==> src/rtl/seq_divider_pkg.sv <==
// Shared types and constants for the sequential restoring divider.
// Holds the FSM state encoding, the default operand width and the divide-by-zero quotient.
package seq_divider_pkg;

    localparam int DEFAULT_WIDTH = 8;

    // Sliced to the instance width at the point of use.
    localparam logic [63:0] DBZ_QUOTIENT = '1;

    typedef enum logic [1:0] {
        IDLE = 2'd0,
        RUN  = 2'd1,
        DONE = 2'd2
    } state_t;

endpackage

==> src/rtl/seq_divider_if.sv <==
// Start/busy/done operand and result bundle of seq_divider.
// master = requester driving operands, slave = the divider.
interface seq_divider_if
    import seq_divider_pkg::*;
#(
    parameter int WIDTH = DEFAULT_WIDTH
);
    logic             start;
    logic [WIDTH-1:0] dividend;
    logic [WIDTH-1:0] divisor;
    logic             busy;
    logic             done;
    logic [WIDTH-1:0] quotient;
    logic [WIDTH-1:0] remainder;
    logic             div_by_zero;

    modport master (
        output start, dividend, divisor,
        input  busy, done, quotient, remainder, div_by_zero
    );

    modport slave (
        input  start, dividend, divisor,
        output busy, done, quotient, remainder, div_by_zero
    );
endinterface

==> src/rtl/seq_divider_div_step.sv <==
// purpose: one combinational restoring-division step (compare, conditional subtract)
// latency: 0 cycles, pure combinational
// backpressure: none, evaluated every cycle by the owning FSM
module div_step #(
    parameter int WIDTH = 8
) (
    input  logic [WIDTH:0]   partial,
    input  logic [WIDTH-1:0] divisor,
    output logic [WIDTH-1:0] rem_next,
    output logic             q_bit
);
    logic [WIDTH:0] diff;

    // partial <= 2*divisor-1, so a successful subtract always fits in WIDTH bits
    // and diff[WIDTH] is exactly the borrow.
    always_comb begin
        diff     = partial - {1'b0, divisor};
        q_bit    = ~diff[WIDTH];
        rem_next = q_bit ? diff[WIDTH-1:0] : partial[WIDTH-1:0];
    end
endmodule

==> src/rtl/seq_divider.sv <==
// purpose: iterative restoring divider, one quotient bit per clock; SEQ_DIVIDER_SIGNED_EN selects two's complement
// latency: WIDTH cycles from accepting edge to done (1 cycle for divide-by-zero)
// backpressure: start is ignored while busy or a divide-by-zero is pending; no queuing
module seq_divider
    import seq_divider_pkg::*;
#(
    parameter int WIDTH = DEFAULT_WIDTH
) (
    input  logic         clk,
    input  logic         rst_n,
    seq_divider_if.slave bus
);
    localparam int CW = (WIDTH > 2) ? $clog2(WIDTH) : 1;

    state_t           state, state_nxt;
    logic [CW-1:0]    cnt;
    logic [WIDTH-1:0] rem_q, dvd_q, dsr_q;
    logic [WIDTH-1:0] quo_r, rem_r;
    logic             dz_r, dz_pend;
    logic             accept, dsr_zero;
    logic [WIDTH-1:0] rem_step, q_raw;
    logic             q_bit;
    logic [WIDTH-1:0] dvd_load, dsr_load, q_final, r_final;

    assign accept   = bus.start && (state != RUN) && !dz_pend;
    assign dsr_zero = (bus.divisor == '0);

    div_step #(.WIDTH(WIDTH)) u_step (
        .partial  ({rem_q, dvd_q[WIDTH-1]}),
        .divisor  (dsr_q),
        .rem_next (rem_step),
        .q_bit    (q_bit)
    );

    // Dividend register doubles as the quotient shift register.
    assign q_raw = {dvd_q[WIDTH-2:0], q_bit};

`ifdef SEQ_DIVIDER_SIGNED_EN
    logic q_neg, r_neg;

    always_ff @(posedge clk or negedge rst_n) begin
        if (!rst_n) begin
            q_neg <= 1'b0;
            r_neg <= 1'b0;
        end else if (accept) begin
            q_neg <= bus.dividend[WIDTH-1] ^ bus.divisor[WIDTH-1];
            r_neg <= bus.dividend[WIDTH-1];
        end
    end

    // Magnitude of the most-negative value is representable as unsigned.
    assign dvd_load = bus.dividend[WIDTH-1] ? -bus.dividend : bus.dividend;
    assign dsr_load = bus.divisor[WIDTH-1]  ? -bus.divisor  : bus.divisor;
    assign q_final  = q_neg ? -q_raw    : q_raw;
    assign r_final  = r_neg ? -rem_step : rem_step;
`else
    assign dvd_load = bus.dividend;
    assign dsr_load = bus.divisor;
    assign q_final  = q_raw;
    assign r_final  = rem_step;
`endif

    always_ff @(posedge clk or negedge rst_n) begin
        if (!rst_n) state <= IDLE;
        else        state <= state_nxt;
    end

    // Divide-by-zero parks in IDLE for one cycle (busy stays low) so done lands after T1.
    always_comb begin
        state_nxt = state;
        unique case (state)
            IDLE: begin
                if (dz_pend)                   state_nxt = DONE;
                else if (accept && !dsr_zero)  state_nxt = RUN;
            end
            RUN:  if (cnt == '0) state_nxt = DONE;
            DONE: state_nxt = (accept && !dsr_zero) ? RUN : IDLE;
            default: state_nxt = IDLE;
        endcase
    end

    always_ff @(posedge clk or negedge rst_n) begin
        if (!rst_n) begin
            cnt     <= '0;
            rem_q   <= '0;
            dvd_q   <= '0;
            dsr_q   <= '0;
            dz_pend <= 1'b0;
            quo_r   <= '0;
            rem_r   <= '0;
            dz_r    <= 1'b0;
        end else if (accept) begin
            cnt     <= CW'(WIDTH-1);
            rem_q   <= '0;
            dz_pend <= dsr_zero;
            dvd_q   <= dsr_zero ? bus.dividend : dvd_load;
            dsr_q   <= dsr_load;
        end else if (dz_pend) begin
            dz_pend <= 1'b0;
            quo_r   <= DBZ_QUOTIENT[WIDTH-1:0];
            rem_r   <= dvd_q;
            dz_r    <= 1'b1;
        end else if (state == RUN) begin
            rem_q <= rem_step;
            dvd_q <= q_raw;
            cnt   <= cnt - CW'(1);
            if (cnt == '0) begin
                quo_r <= q_final;
                rem_r <= r_final;
                dz_r  <= 1'b0;
            end
        end
    end

    assign bus.busy        = (state == RUN);
    assign bus.done        = (state == DONE);
    assign bus.quotient    = quo_r;
    assign bus.remainder   = rem_r;
    assign bus.div_by_zero = dz_r;
endmodule
==> src/flat_wrapper.sv <==
// flat-port wrapper written by rule: the top's interface ports become plain ports
module seq_divider_flat import seq_divider_pkg::*;
#(
    parameter int WIDTH = DEFAULT_WIDTH
)
  (clk, rst_n, bus_start, bus_dividend, bus_divisor, bus_busy, bus_done, bus_quotient, bus_remainder, bus_div_by_zero);
  seq_divider_if #(.WIDTH(WIDTH)) bus_i ();
  input  logic clk;
  input  logic rst_n;
  input wire logic [$bits(bus_i.start)-1:0] bus_start;
  input wire logic [$bits(bus_i.dividend)-1:0] bus_dividend;
  input wire logic [$bits(bus_i.divisor)-1:0] bus_divisor;
  output wire logic [$bits(bus_i.busy)-1:0] bus_busy;
  output wire logic [$bits(bus_i.done)-1:0] bus_done;
  output wire logic [$bits(bus_i.quotient)-1:0] bus_quotient;
  output wire logic [$bits(bus_i.remainder)-1:0] bus_remainder;
  output wire logic [$bits(bus_i.div_by_zero)-1:0] bus_div_by_zero;
  assign bus_i.start = bus_start;
  assign bus_i.dividend = bus_dividend;
  assign bus_i.divisor = bus_divisor;
  assign bus_busy = bus_i.busy;
  assign bus_done = bus_i.done;
  assign bus_quotient = bus_i.quotient;
  assign bus_remainder = bus_i.remainder;
  assign bus_div_by_zero = bus_i.div_by_zero;
  seq_divider #(.WIDTH(WIDTH)) u_core (.clk(clk), .rst_n(rst_n), .bus(bus_i));
endmodule
==> config.mk <==
export PLATFORM = sky130hd
export DESIGN_NAME = seq_divider_flat
export DESIGN_NICKNAME = d
export VERILOG_FILES = /design/src/rtl/seq_divider_pkg.sv /design/src/rtl/seq_divider_if.sv /design/src/rtl/seq_divider_div_step.sv /design/src/rtl/seq_divider.sv /design/src/flat_wrapper.sv
export SDC_FILE = /design/constraint.sdc
export NUM_CORES = 1
export LEC_CHECK = 0
export CAP_MARGIN = 20
export CORE_UTILIZATION = 45
export CTS_CLUSTER_SIZE = 24
export DETAILED_ROUTE_END_ITERATION = 16
export PLACE_DENSITY_LB_ADDON = 0.1
export SYNTH_ARGS = -nofsm -noshare
export SYNTH_HDL_FRONTEND = slang
export SYNTH_HIERARCHICAL = 1
export SYNTH_SLANG_ARGS = --single-unit
==> constraint.sdc <==
create_clock -name clk -period 3.75 [get_ports clk]
set_input_delay 0.9375 -clock clk [delete_from_list [all_inputs] [get_ports clk]]
set_output_delay 0.9375 -clock clk [all_outputs]
set_load 0.005 [all_outputs]
-- Word level (Yosys, flattened, before mapping)
Cells that the tools add are included.
- add/sub/neg operators: 2
- multiply operators: 0
- div/mod/pow operators: 0
- $lt $le $gt $ge: 0
- equal/unequal tests: 6
- shifts and indexed selects: 0
- multiplexer cells: 25
- bitwise logic cells: 2
- reduce and logical (&&, ||, !) cells: 14
- operators with widths (operator ; count):
    $mux W8 ; 13
    $mux W3 ; 3
    $sub A9 B8 Y9 ; 1
    $logic_not A8 Y1 ; 1
    $mux W2 ; 3
    $pmux W2 S3 ; 1
    $reduce_bool A2 Y1 ; 3
    $mux W1 ; 5
    $ne A2 B1 Y1 const B ; 2
    $reduce_and A2 Y1 ; 2
    $logic_and A1 B1 Y1 ; 3
    $logic_not A3 Y1 ; 1
    $ne A3 B1 Y1 const B ; 1
    $reduce_and A3 Y1 ; 1
    $sub A3 B1 Y3 const B ; 1
    $eq A2 B1 Y1 const B ; 1
    $eq A2 B2 Y1 const B ; 1
    $logic_not A1 Y1 ; 2
    $logic_not A2 Y1 ; 1
    $ne A2 B2 Y1 const B ; 1
    $not A1 Y1 ; 2
- flip-flop bits (word level): 47
- latch bits: 0
- bits in writable memories: 0
- memory bits (read-only): 0
- input bits: 19
- output and inout port bits: 19
- word-level logic and storage cells: 58
- memories: 0

-- Depth between registers and ports, before layout
- depth in word-level cells: 7
- mapped depth: 11
- gate-level depth less buffers: 11

-- By module
The synthesis kept the hierarchy.
- modules (own cells, without submodules) (module ; instances ; cells an instance ; area each (µm²) ; sequential area each (µm²)):
    seq_divider ; 1 ; 181 ; 2069.5 ; 1176.1
    div_step ; 1 ; 58 ; 485.5 ; 0.0

-- Worst setup path before layout
No wires, ideal clock.
- path kind: register to register
- start: register u_core.dvd_q[7]
- end: register u_core.rem_q[7]
- setup time: 0.121 ns
- data arrival time: 2.355 ns
- data required time: 3.629 ns
- path slack: 1.274 ns
- cell stages (with the launch flop): 11
- path buffers: 0
- clock period less this slack: 2.476 ns
- cells stage by stage: dfrtp_1 > inv_1 > ha_1 > inv_1 > fa_1 > a21o_1 > a21oi_2 > o31ai_4 > xor2_4 > mux2_2 > a22o_1
- cells in the longest elaborated chain, start to end: 5
- RTL lines (item ; RTL line ; source):
    from (decl) ; seq_divider.sv:17 ; logic [WIDTH-1:0] rem_q, dvd_q, dsr_q;
    from (signal assigned) ; seq_divider.sv:96 ; dvd_q <= dsr_zero ? bus.dividend : dvd_load;
    from (signal assigned) ; seq_divider.sv:105 ; dvd_q <= q_raw;
    $sub A9 B8 Y9 ; seq_divider_div_step.sv:17 ; diff = partial - {1'b0, divisor};
    $mux W8 ; seq_divider_div_step.sv:19 ; rem_next = q_bit ? diff[WIDTH-1:0] : partial[WIDTH-1:0];
    net u_core.r_final[7] ; seq_divider.sv:23 ; logic [WIDTH-1:0] dvd_load, dsr_load, q_final, r_final;
    $mux W8 ; seq_divider.sv:103 ; end else if (state == RUN) begin
    $mux W8 ; seq_divider.sv:98 ; end else if (dz_pend) begin
    $mux W8 ; seq_divider.sv:92 ; end else if (accept) begin
    to (signal assigned) ; seq_divider.sv:104 ; rem_q <= rem_step;
    to (decl) ; seq_divider.sv:17 ;
The timed path passes the listed nets, and every way through them passes these cells. The select of a mux whose other input is x is not followed.
A chain may end at the register's enable or synchronous reset.

-- Worst setup path in the final report
- start: register u_core.state[0]
- end: output bus_busy
- cells in the longest elaborated chain, start to end: 1
- RTL lines (item ; RTL line ; source):
    from (decl) ; seq_divider.sv:15 ; state_t state, state_nxt;
    from (signal assigned) ; seq_divider.sv:65 ; else state <= state_nxt;
    $eq A2 B1 Y1 ; seq_divider.sv:115 ; assign bus.busy = (state == RUN);
    to (decl) ; flat_wrapper.sv:13 ; output wire logic [$bits(bus_i.busy)-1:0] bus_busy;
No other way between the ends.

==> impl_metrics.prom <==
# TYPE chip_impl_metric gauge
chip_impl_metric{name="worstRegToRegCells",unit=""} 11
chip_impl_info{name="worst_hold_startpoint",value="u_core/bus.div_by_zero"} 1
chip_impl_metric{name="final_number_of_hold_violating_endpoints",unit=""} 0
chip_impl_info{name="worstHoldPathType",value="reg2reg"} 1
chip_impl_info{name="tritoncts_clock_tree",value="built"} 1
chip_impl_metric{name="post-cts-setup-buffers",unit=""} 0
chip_impl_info{name="critical_path.reg2reg.endpoint",value="u_core/bus.remainder[5]"} 1
chip_impl_info{name="postSynth.topFlopCell",value="dfrtp_1"} 1
chip_impl_info{name="end_kind",value="output pin"} 1
chip_impl_metric{name="cap_violations",unit=""} 0
chip_impl_metric{name="dp.cells",unit=""} 337
chip_impl_metric{name="fin_worst_hold_slack",unit="ns"} 0.488
chip_impl_metric{name="cell_internal_pwr",unit="mW"} 1.74
chip_impl_metric{name="number_of_diodes_added_for_antenna_fixing",unit=""} 0
chip_impl_metric{name="antenna_found_initial",unit=""} 0
chip_impl_metric{name="die_area",unit="um^2"} 5980
chip_impl_metric{name="portion_of_the_post_synthesis_area_used_by_sequential_elements",unit="%"} 46.0
chip_impl_metric{name="drt_first_pass_iters",unit=""} 4
chip_impl_metric{name="syn_nets",unit=""} 269
chip_impl_metric{name="synth.distinct_cells",unit=""} 43
chip_impl_metric{name="seqPwrFrac",unit="%"} 32.7
chip_impl_metric{name="nets",unit=""} 303
chip_impl_info{name="clock-root-buffer",value="clkbuf_8"} 1
chip_impl_metric{name="crit_arrival",unit="ns"} 1.78
chip_impl_metric{name="achievable-frequency",unit="MHz"} 368
chip_impl_metric{name="dp_hpwl",unit="um"} 3790
chip_impl_metric{name="clkPwrFrac",unit="%"} 10.8
chip_impl_metric{name="critPathMaxFanout",unit=""} 14
chip_impl_metric{name="groute.usage.overall",unit="%"} 19.7
chip_impl_metric{name="seqCellArea",unit="um^2"} 1180
chip_impl_metric{name="grt_first_pass_wirelength",unit="um"} 9250
chip_impl_metric{name="synthesis.area",unit="um^2"} 2550
chip_impl_metric{name="synth_edf_count",unit=""} 0
chip_impl_metric{name="die_height",unit="um"} 77.4
chip_impl_info{name="crit-reg2reg-launch",value="u_core/dvd_q[7]"} 1
chip_impl_metric{name="rows",unit=""} 27
chip_impl_metric{name="power.net_switching",unit="mW"} 1.14
chip_impl_info{name="grt_setup_unrepaired",value="false"} 1
chip_impl_metric{name="pwr_density_cell",unit="nW/um^2"} 943
chip_impl_metric{name="cts-hold-fix-buffers",unit=""} 0
chip_impl_metric{name="worst_pin_slew",unit="ns"} 0.712
chip_impl_metric{name="route.detailed.vias_per_inst",unit=""} 5.47
chip_impl_metric{name="ctsHtreeMaxLevel",unit=""} 2
chip_impl_info{name="critical_path.startpoint",value="u_core/state[0]"} 1
chip_impl_info{name="min_to",value="u_core/bus.div_by_zero"} 1
chip_impl_metric{name="layoutNonFillerInstCount",unit=""} 346
chip_impl_metric{name="fill_cells",unit=""} 504
chip_impl_metric{name="post_route_cells_drive_above_1_share",unit="%"} 12.4
chip_impl_metric{name="synthesis_warning_total",unit=""} 6
chip_impl_metric{name="die_w",unit="um"} 77.4
chip_impl_metric{name="synthesis.area_per_instance",unit="um^2"} 10.7
chip_impl_info{name="synth_top_cell_by_area",value="dfrtp_1"} 1
chip_impl_metric{name="detail_route.drc_violations",unit=""} 0
chip_impl_info{name="status",value="complete, no violations"} 1
chip_impl_metric{name="maxSlewHeadroom",unit="%"} 52.4
chip_impl_metric{name="multi_input_area",unit="um^2"} 1260
chip_impl_metric{name="synthesis_to_layout_area_growth",unit="%"} 19.7
chip_impl_info{name="synth.top_cells.by_area",value="dfrtp_1 46%, mux2_2 6.6%, ha_1 4.9%"} 1
chip_impl_metric{name="whs_path_depth",unit=""} 1
chip_impl_metric{name="number_of_global_route_vias_before_repair",unit=""} 1847
chip_impl_metric{name="power.ir.vdd_worst",unit="V"} 0.000410
chip_impl_metric{name="grt_overflow",unit=""} 0
chip_impl_metric{name="maximum_buffer_depth_of_the_clock_tree",unit=""} 2
chip_impl_metric{name="worst_clock_skew",unit="ns"} 0.00734
chip_impl_metric{name="clk_latency",unit="ns"} 0.30
chip_impl_metric{name="synthesis.instances",unit=""} 239
chip_impl_metric{name="totalNegativeSetupSlack",unit="ns"} 0
chip_impl_metric{name="reg2reg_setup_slack",unit="ns"} 1.04
chip_impl_metric{name="ys_seq_elements",unit=""} 47
chip_impl_metric{name="power.total",unit="mW"} 2.88
chip_impl_metric{name="drt_iter0_markers",unit=""} 135
chip_impl_metric{name="synth_top_area_share",unit="%"} 46.0
chip_impl_metric{name="numPortBuffers",unit=""} 37
chip_impl_metric{name="initial_utilization",unit="%"} 46.7
chip_impl_metric{name="grt_start_max_net_pins",unit=""} 48
chip_impl_metric{name="top_level_ports",unit=""} 38
chip_impl_metric{name="wire_per_inst",unit="um"} 16.0
chip_impl_metric{name="comb_power_share",unit="%"} 56.5
chip_impl_metric{name="core-area",unit="um^2"} 5470
chip_impl_metric{name="cts_num_sinks",unit=""} 47
chip_impl_info{name="worstSetupStartpointType",value="register"} 1
chip_impl_metric{name="required",unit="ns"} 2.81
chip_impl_metric{name="final.min_clock_period",unit="ns"} 2.71
chip_impl_metric{name="power.share.switching",unit="%"} 39.6
chip_impl_metric{name="postRouteAntennaNets",unit=""} 0
chip_impl_metric{name="path_clk_slew",unit="ns"} 0.09
chip_impl_metric{name="routabilityCongestion",unit=""} 0.745
chip_impl_metric{name="slew_viol_final",unit=""} 0
chip_impl_metric{name="timing.final.crit_share",unit="%"} 72.4
chip_impl_metric{name="synth_async_sr_flop_share",unit="%"} 100
chip_impl_metric{name="total_leakage_power",unit="nW"} 1.37
chip_impl_metric{name="cts_resized",unit=""} 0
chip_impl_metric{name="wl",unit="um"} 5520
chip_impl_metric{name="cts_buffers",unit=""} 5
chip_impl_metric{name="setup_viol",unit=""} 0
chip_impl_info{name="worst-setup-path-type",value="reg2out"} 1
chip_impl_metric{name="route.vias.total",unit=""} 1891
[placed cells by master (no fill, tap or decap), types with 2 or more instances in the layout]
master,count
a31oi_1,9
a22oi_1,2
clkinv_2,2
xor2_1,2
inv_1,13
nor4_1,2
a21o_1,2
clkdlybuf4s50_1,36
nand3b_1,9
mux2i_1,2
o2bb2ai_1,9
mux2_2,15
a21oi_1,20
xnor2_1,2
clkbuf_8,5
o21ai_0,4
nor2b_1,9
nand2b_1,3
nand2_1,27
dfrtp_1,47
and3b_1,9
nor2_1,5
a22o_1,8
ha_1,10
[per-layer routing]
| layer | vias up | wire length [um] | global-route usage (%) | part of all wire [%] |
|---|---|---|---|---|
| li1 | 927 | - | - | - |
| met1 | 918 | 2690 | 29.2 | 49 |
| met2 | 42 | 2550 | 29.7 | 46 |
| met3 | 4 | 221 | 3.18 | 4.0 |
| met4 | 0 | 65 | 5.66 | 1.2 |
| met5 | - | 0 | 0 | 0 |
[worst max path at each step]
stage	end	slack, ns	cells after the start
after CTS	u_core/bus.remainder[1]	1.03	11
after floorplan	u_core/rem_q[7]	1.27	10
after global routing	u_core/bus.remainder[1]	0.91	11
final	bus_busy	1.04	3
after detailed placement	u_core/bus.remainder[1]	1.06	11
after global placement	u_core/rem_q[1]	1.12	10
[power by group through the flow]
stage          sequential (mW)  clock [mW]  combinational, mW
4_1_cts                  0.945       0.321               1.64
5_1_grt                  0.979       0.343               1.79
6_report                 0.944       0.311               1.63
3_3_place_gp             0.950           0               1.60
3_5_place_dp             0.957           0               1.62
2_1_floorplan            0.891           0               1.21
[cells in the mapped netlist, drive strengths merged (2+ instances only)]
library cell / instances
dfrtp: 47
nand2: 27
a21oi: 21
mux2: 16
inv: 13
ha: 10
nand3b: 10
a31oi: 9
and3b: 9
nor2b: 9
o2bb2ai: 9
a22o: 8
buf: 7
nor2: 6
clkbuf: 5
nand2b: 4
o21ai: 4
xor2: 3
a21o: 2
a22oi: 2
mux2i: 2
nor4: 2
xnor2: 2
[sequential cells by signal, summed over array words and instances, names as in the netlist]
register and flops:
u_core/bus.div_by_zero 1, u_core/bus.quotient 8, u_core/bus.remainder 8, u_core/cnt 3, u_core/dsr_q 8, u_core/dvd_q 8
u_core/dz_pend 1, u_core/rem_q 8, u_core/state 2
[stage by stage]
| step | instance area [um^2] | utilization (%) | setup WS, ns |
|---|---|---|---|
| 5_1_grt | 3060 | 55.9 | 0.914 |
| 4_1_cts | 3040 | 55.5 | 1.03 |
| 2_1_floorplan | 2550 | - | 1.27 |
| 3_3_place_gp | 2950 | 53.9 | 1.12 |
| 6_report | 3060 | 55.9 | 1.04 |
| 3_5_place_dp | 2950 | 53.9 | 1.06 |
[kinds of logic (layout without fill, tap and decap cells)]
family          count (synthesis)  count (layout)  share of synthesized area [%]
flops                          47              47                           46.0
mux                            18              18                           7.84
compound gates                 61              61                           17.0
buf+inv                        25              60                           4.55
xor+xnor                        5               5                           2.45
fa+ha+maj                      11              11                           5.68
simple gates                   72              72                           16.5
[worst max-delay path, cell delays in order (launching register included)]
cell             delay [ns]
dfrtp_1                0.61
nand2b_4               0.19
inv_1                  0.15
clkdlybuf4s50_1        0.52
[layout make-up]
cell class	instances	share of cell area, %
Timing Repair Buffer	39	12.8
Multi-Input combinational cell	167	41.3
Clock buffer	5	2.25
Clock inverter	3	0.614
Sequential cell	47	38.5
Inverter	13	1.60
Tap cell	72	2.95
(Power assumes the default switching activity.)
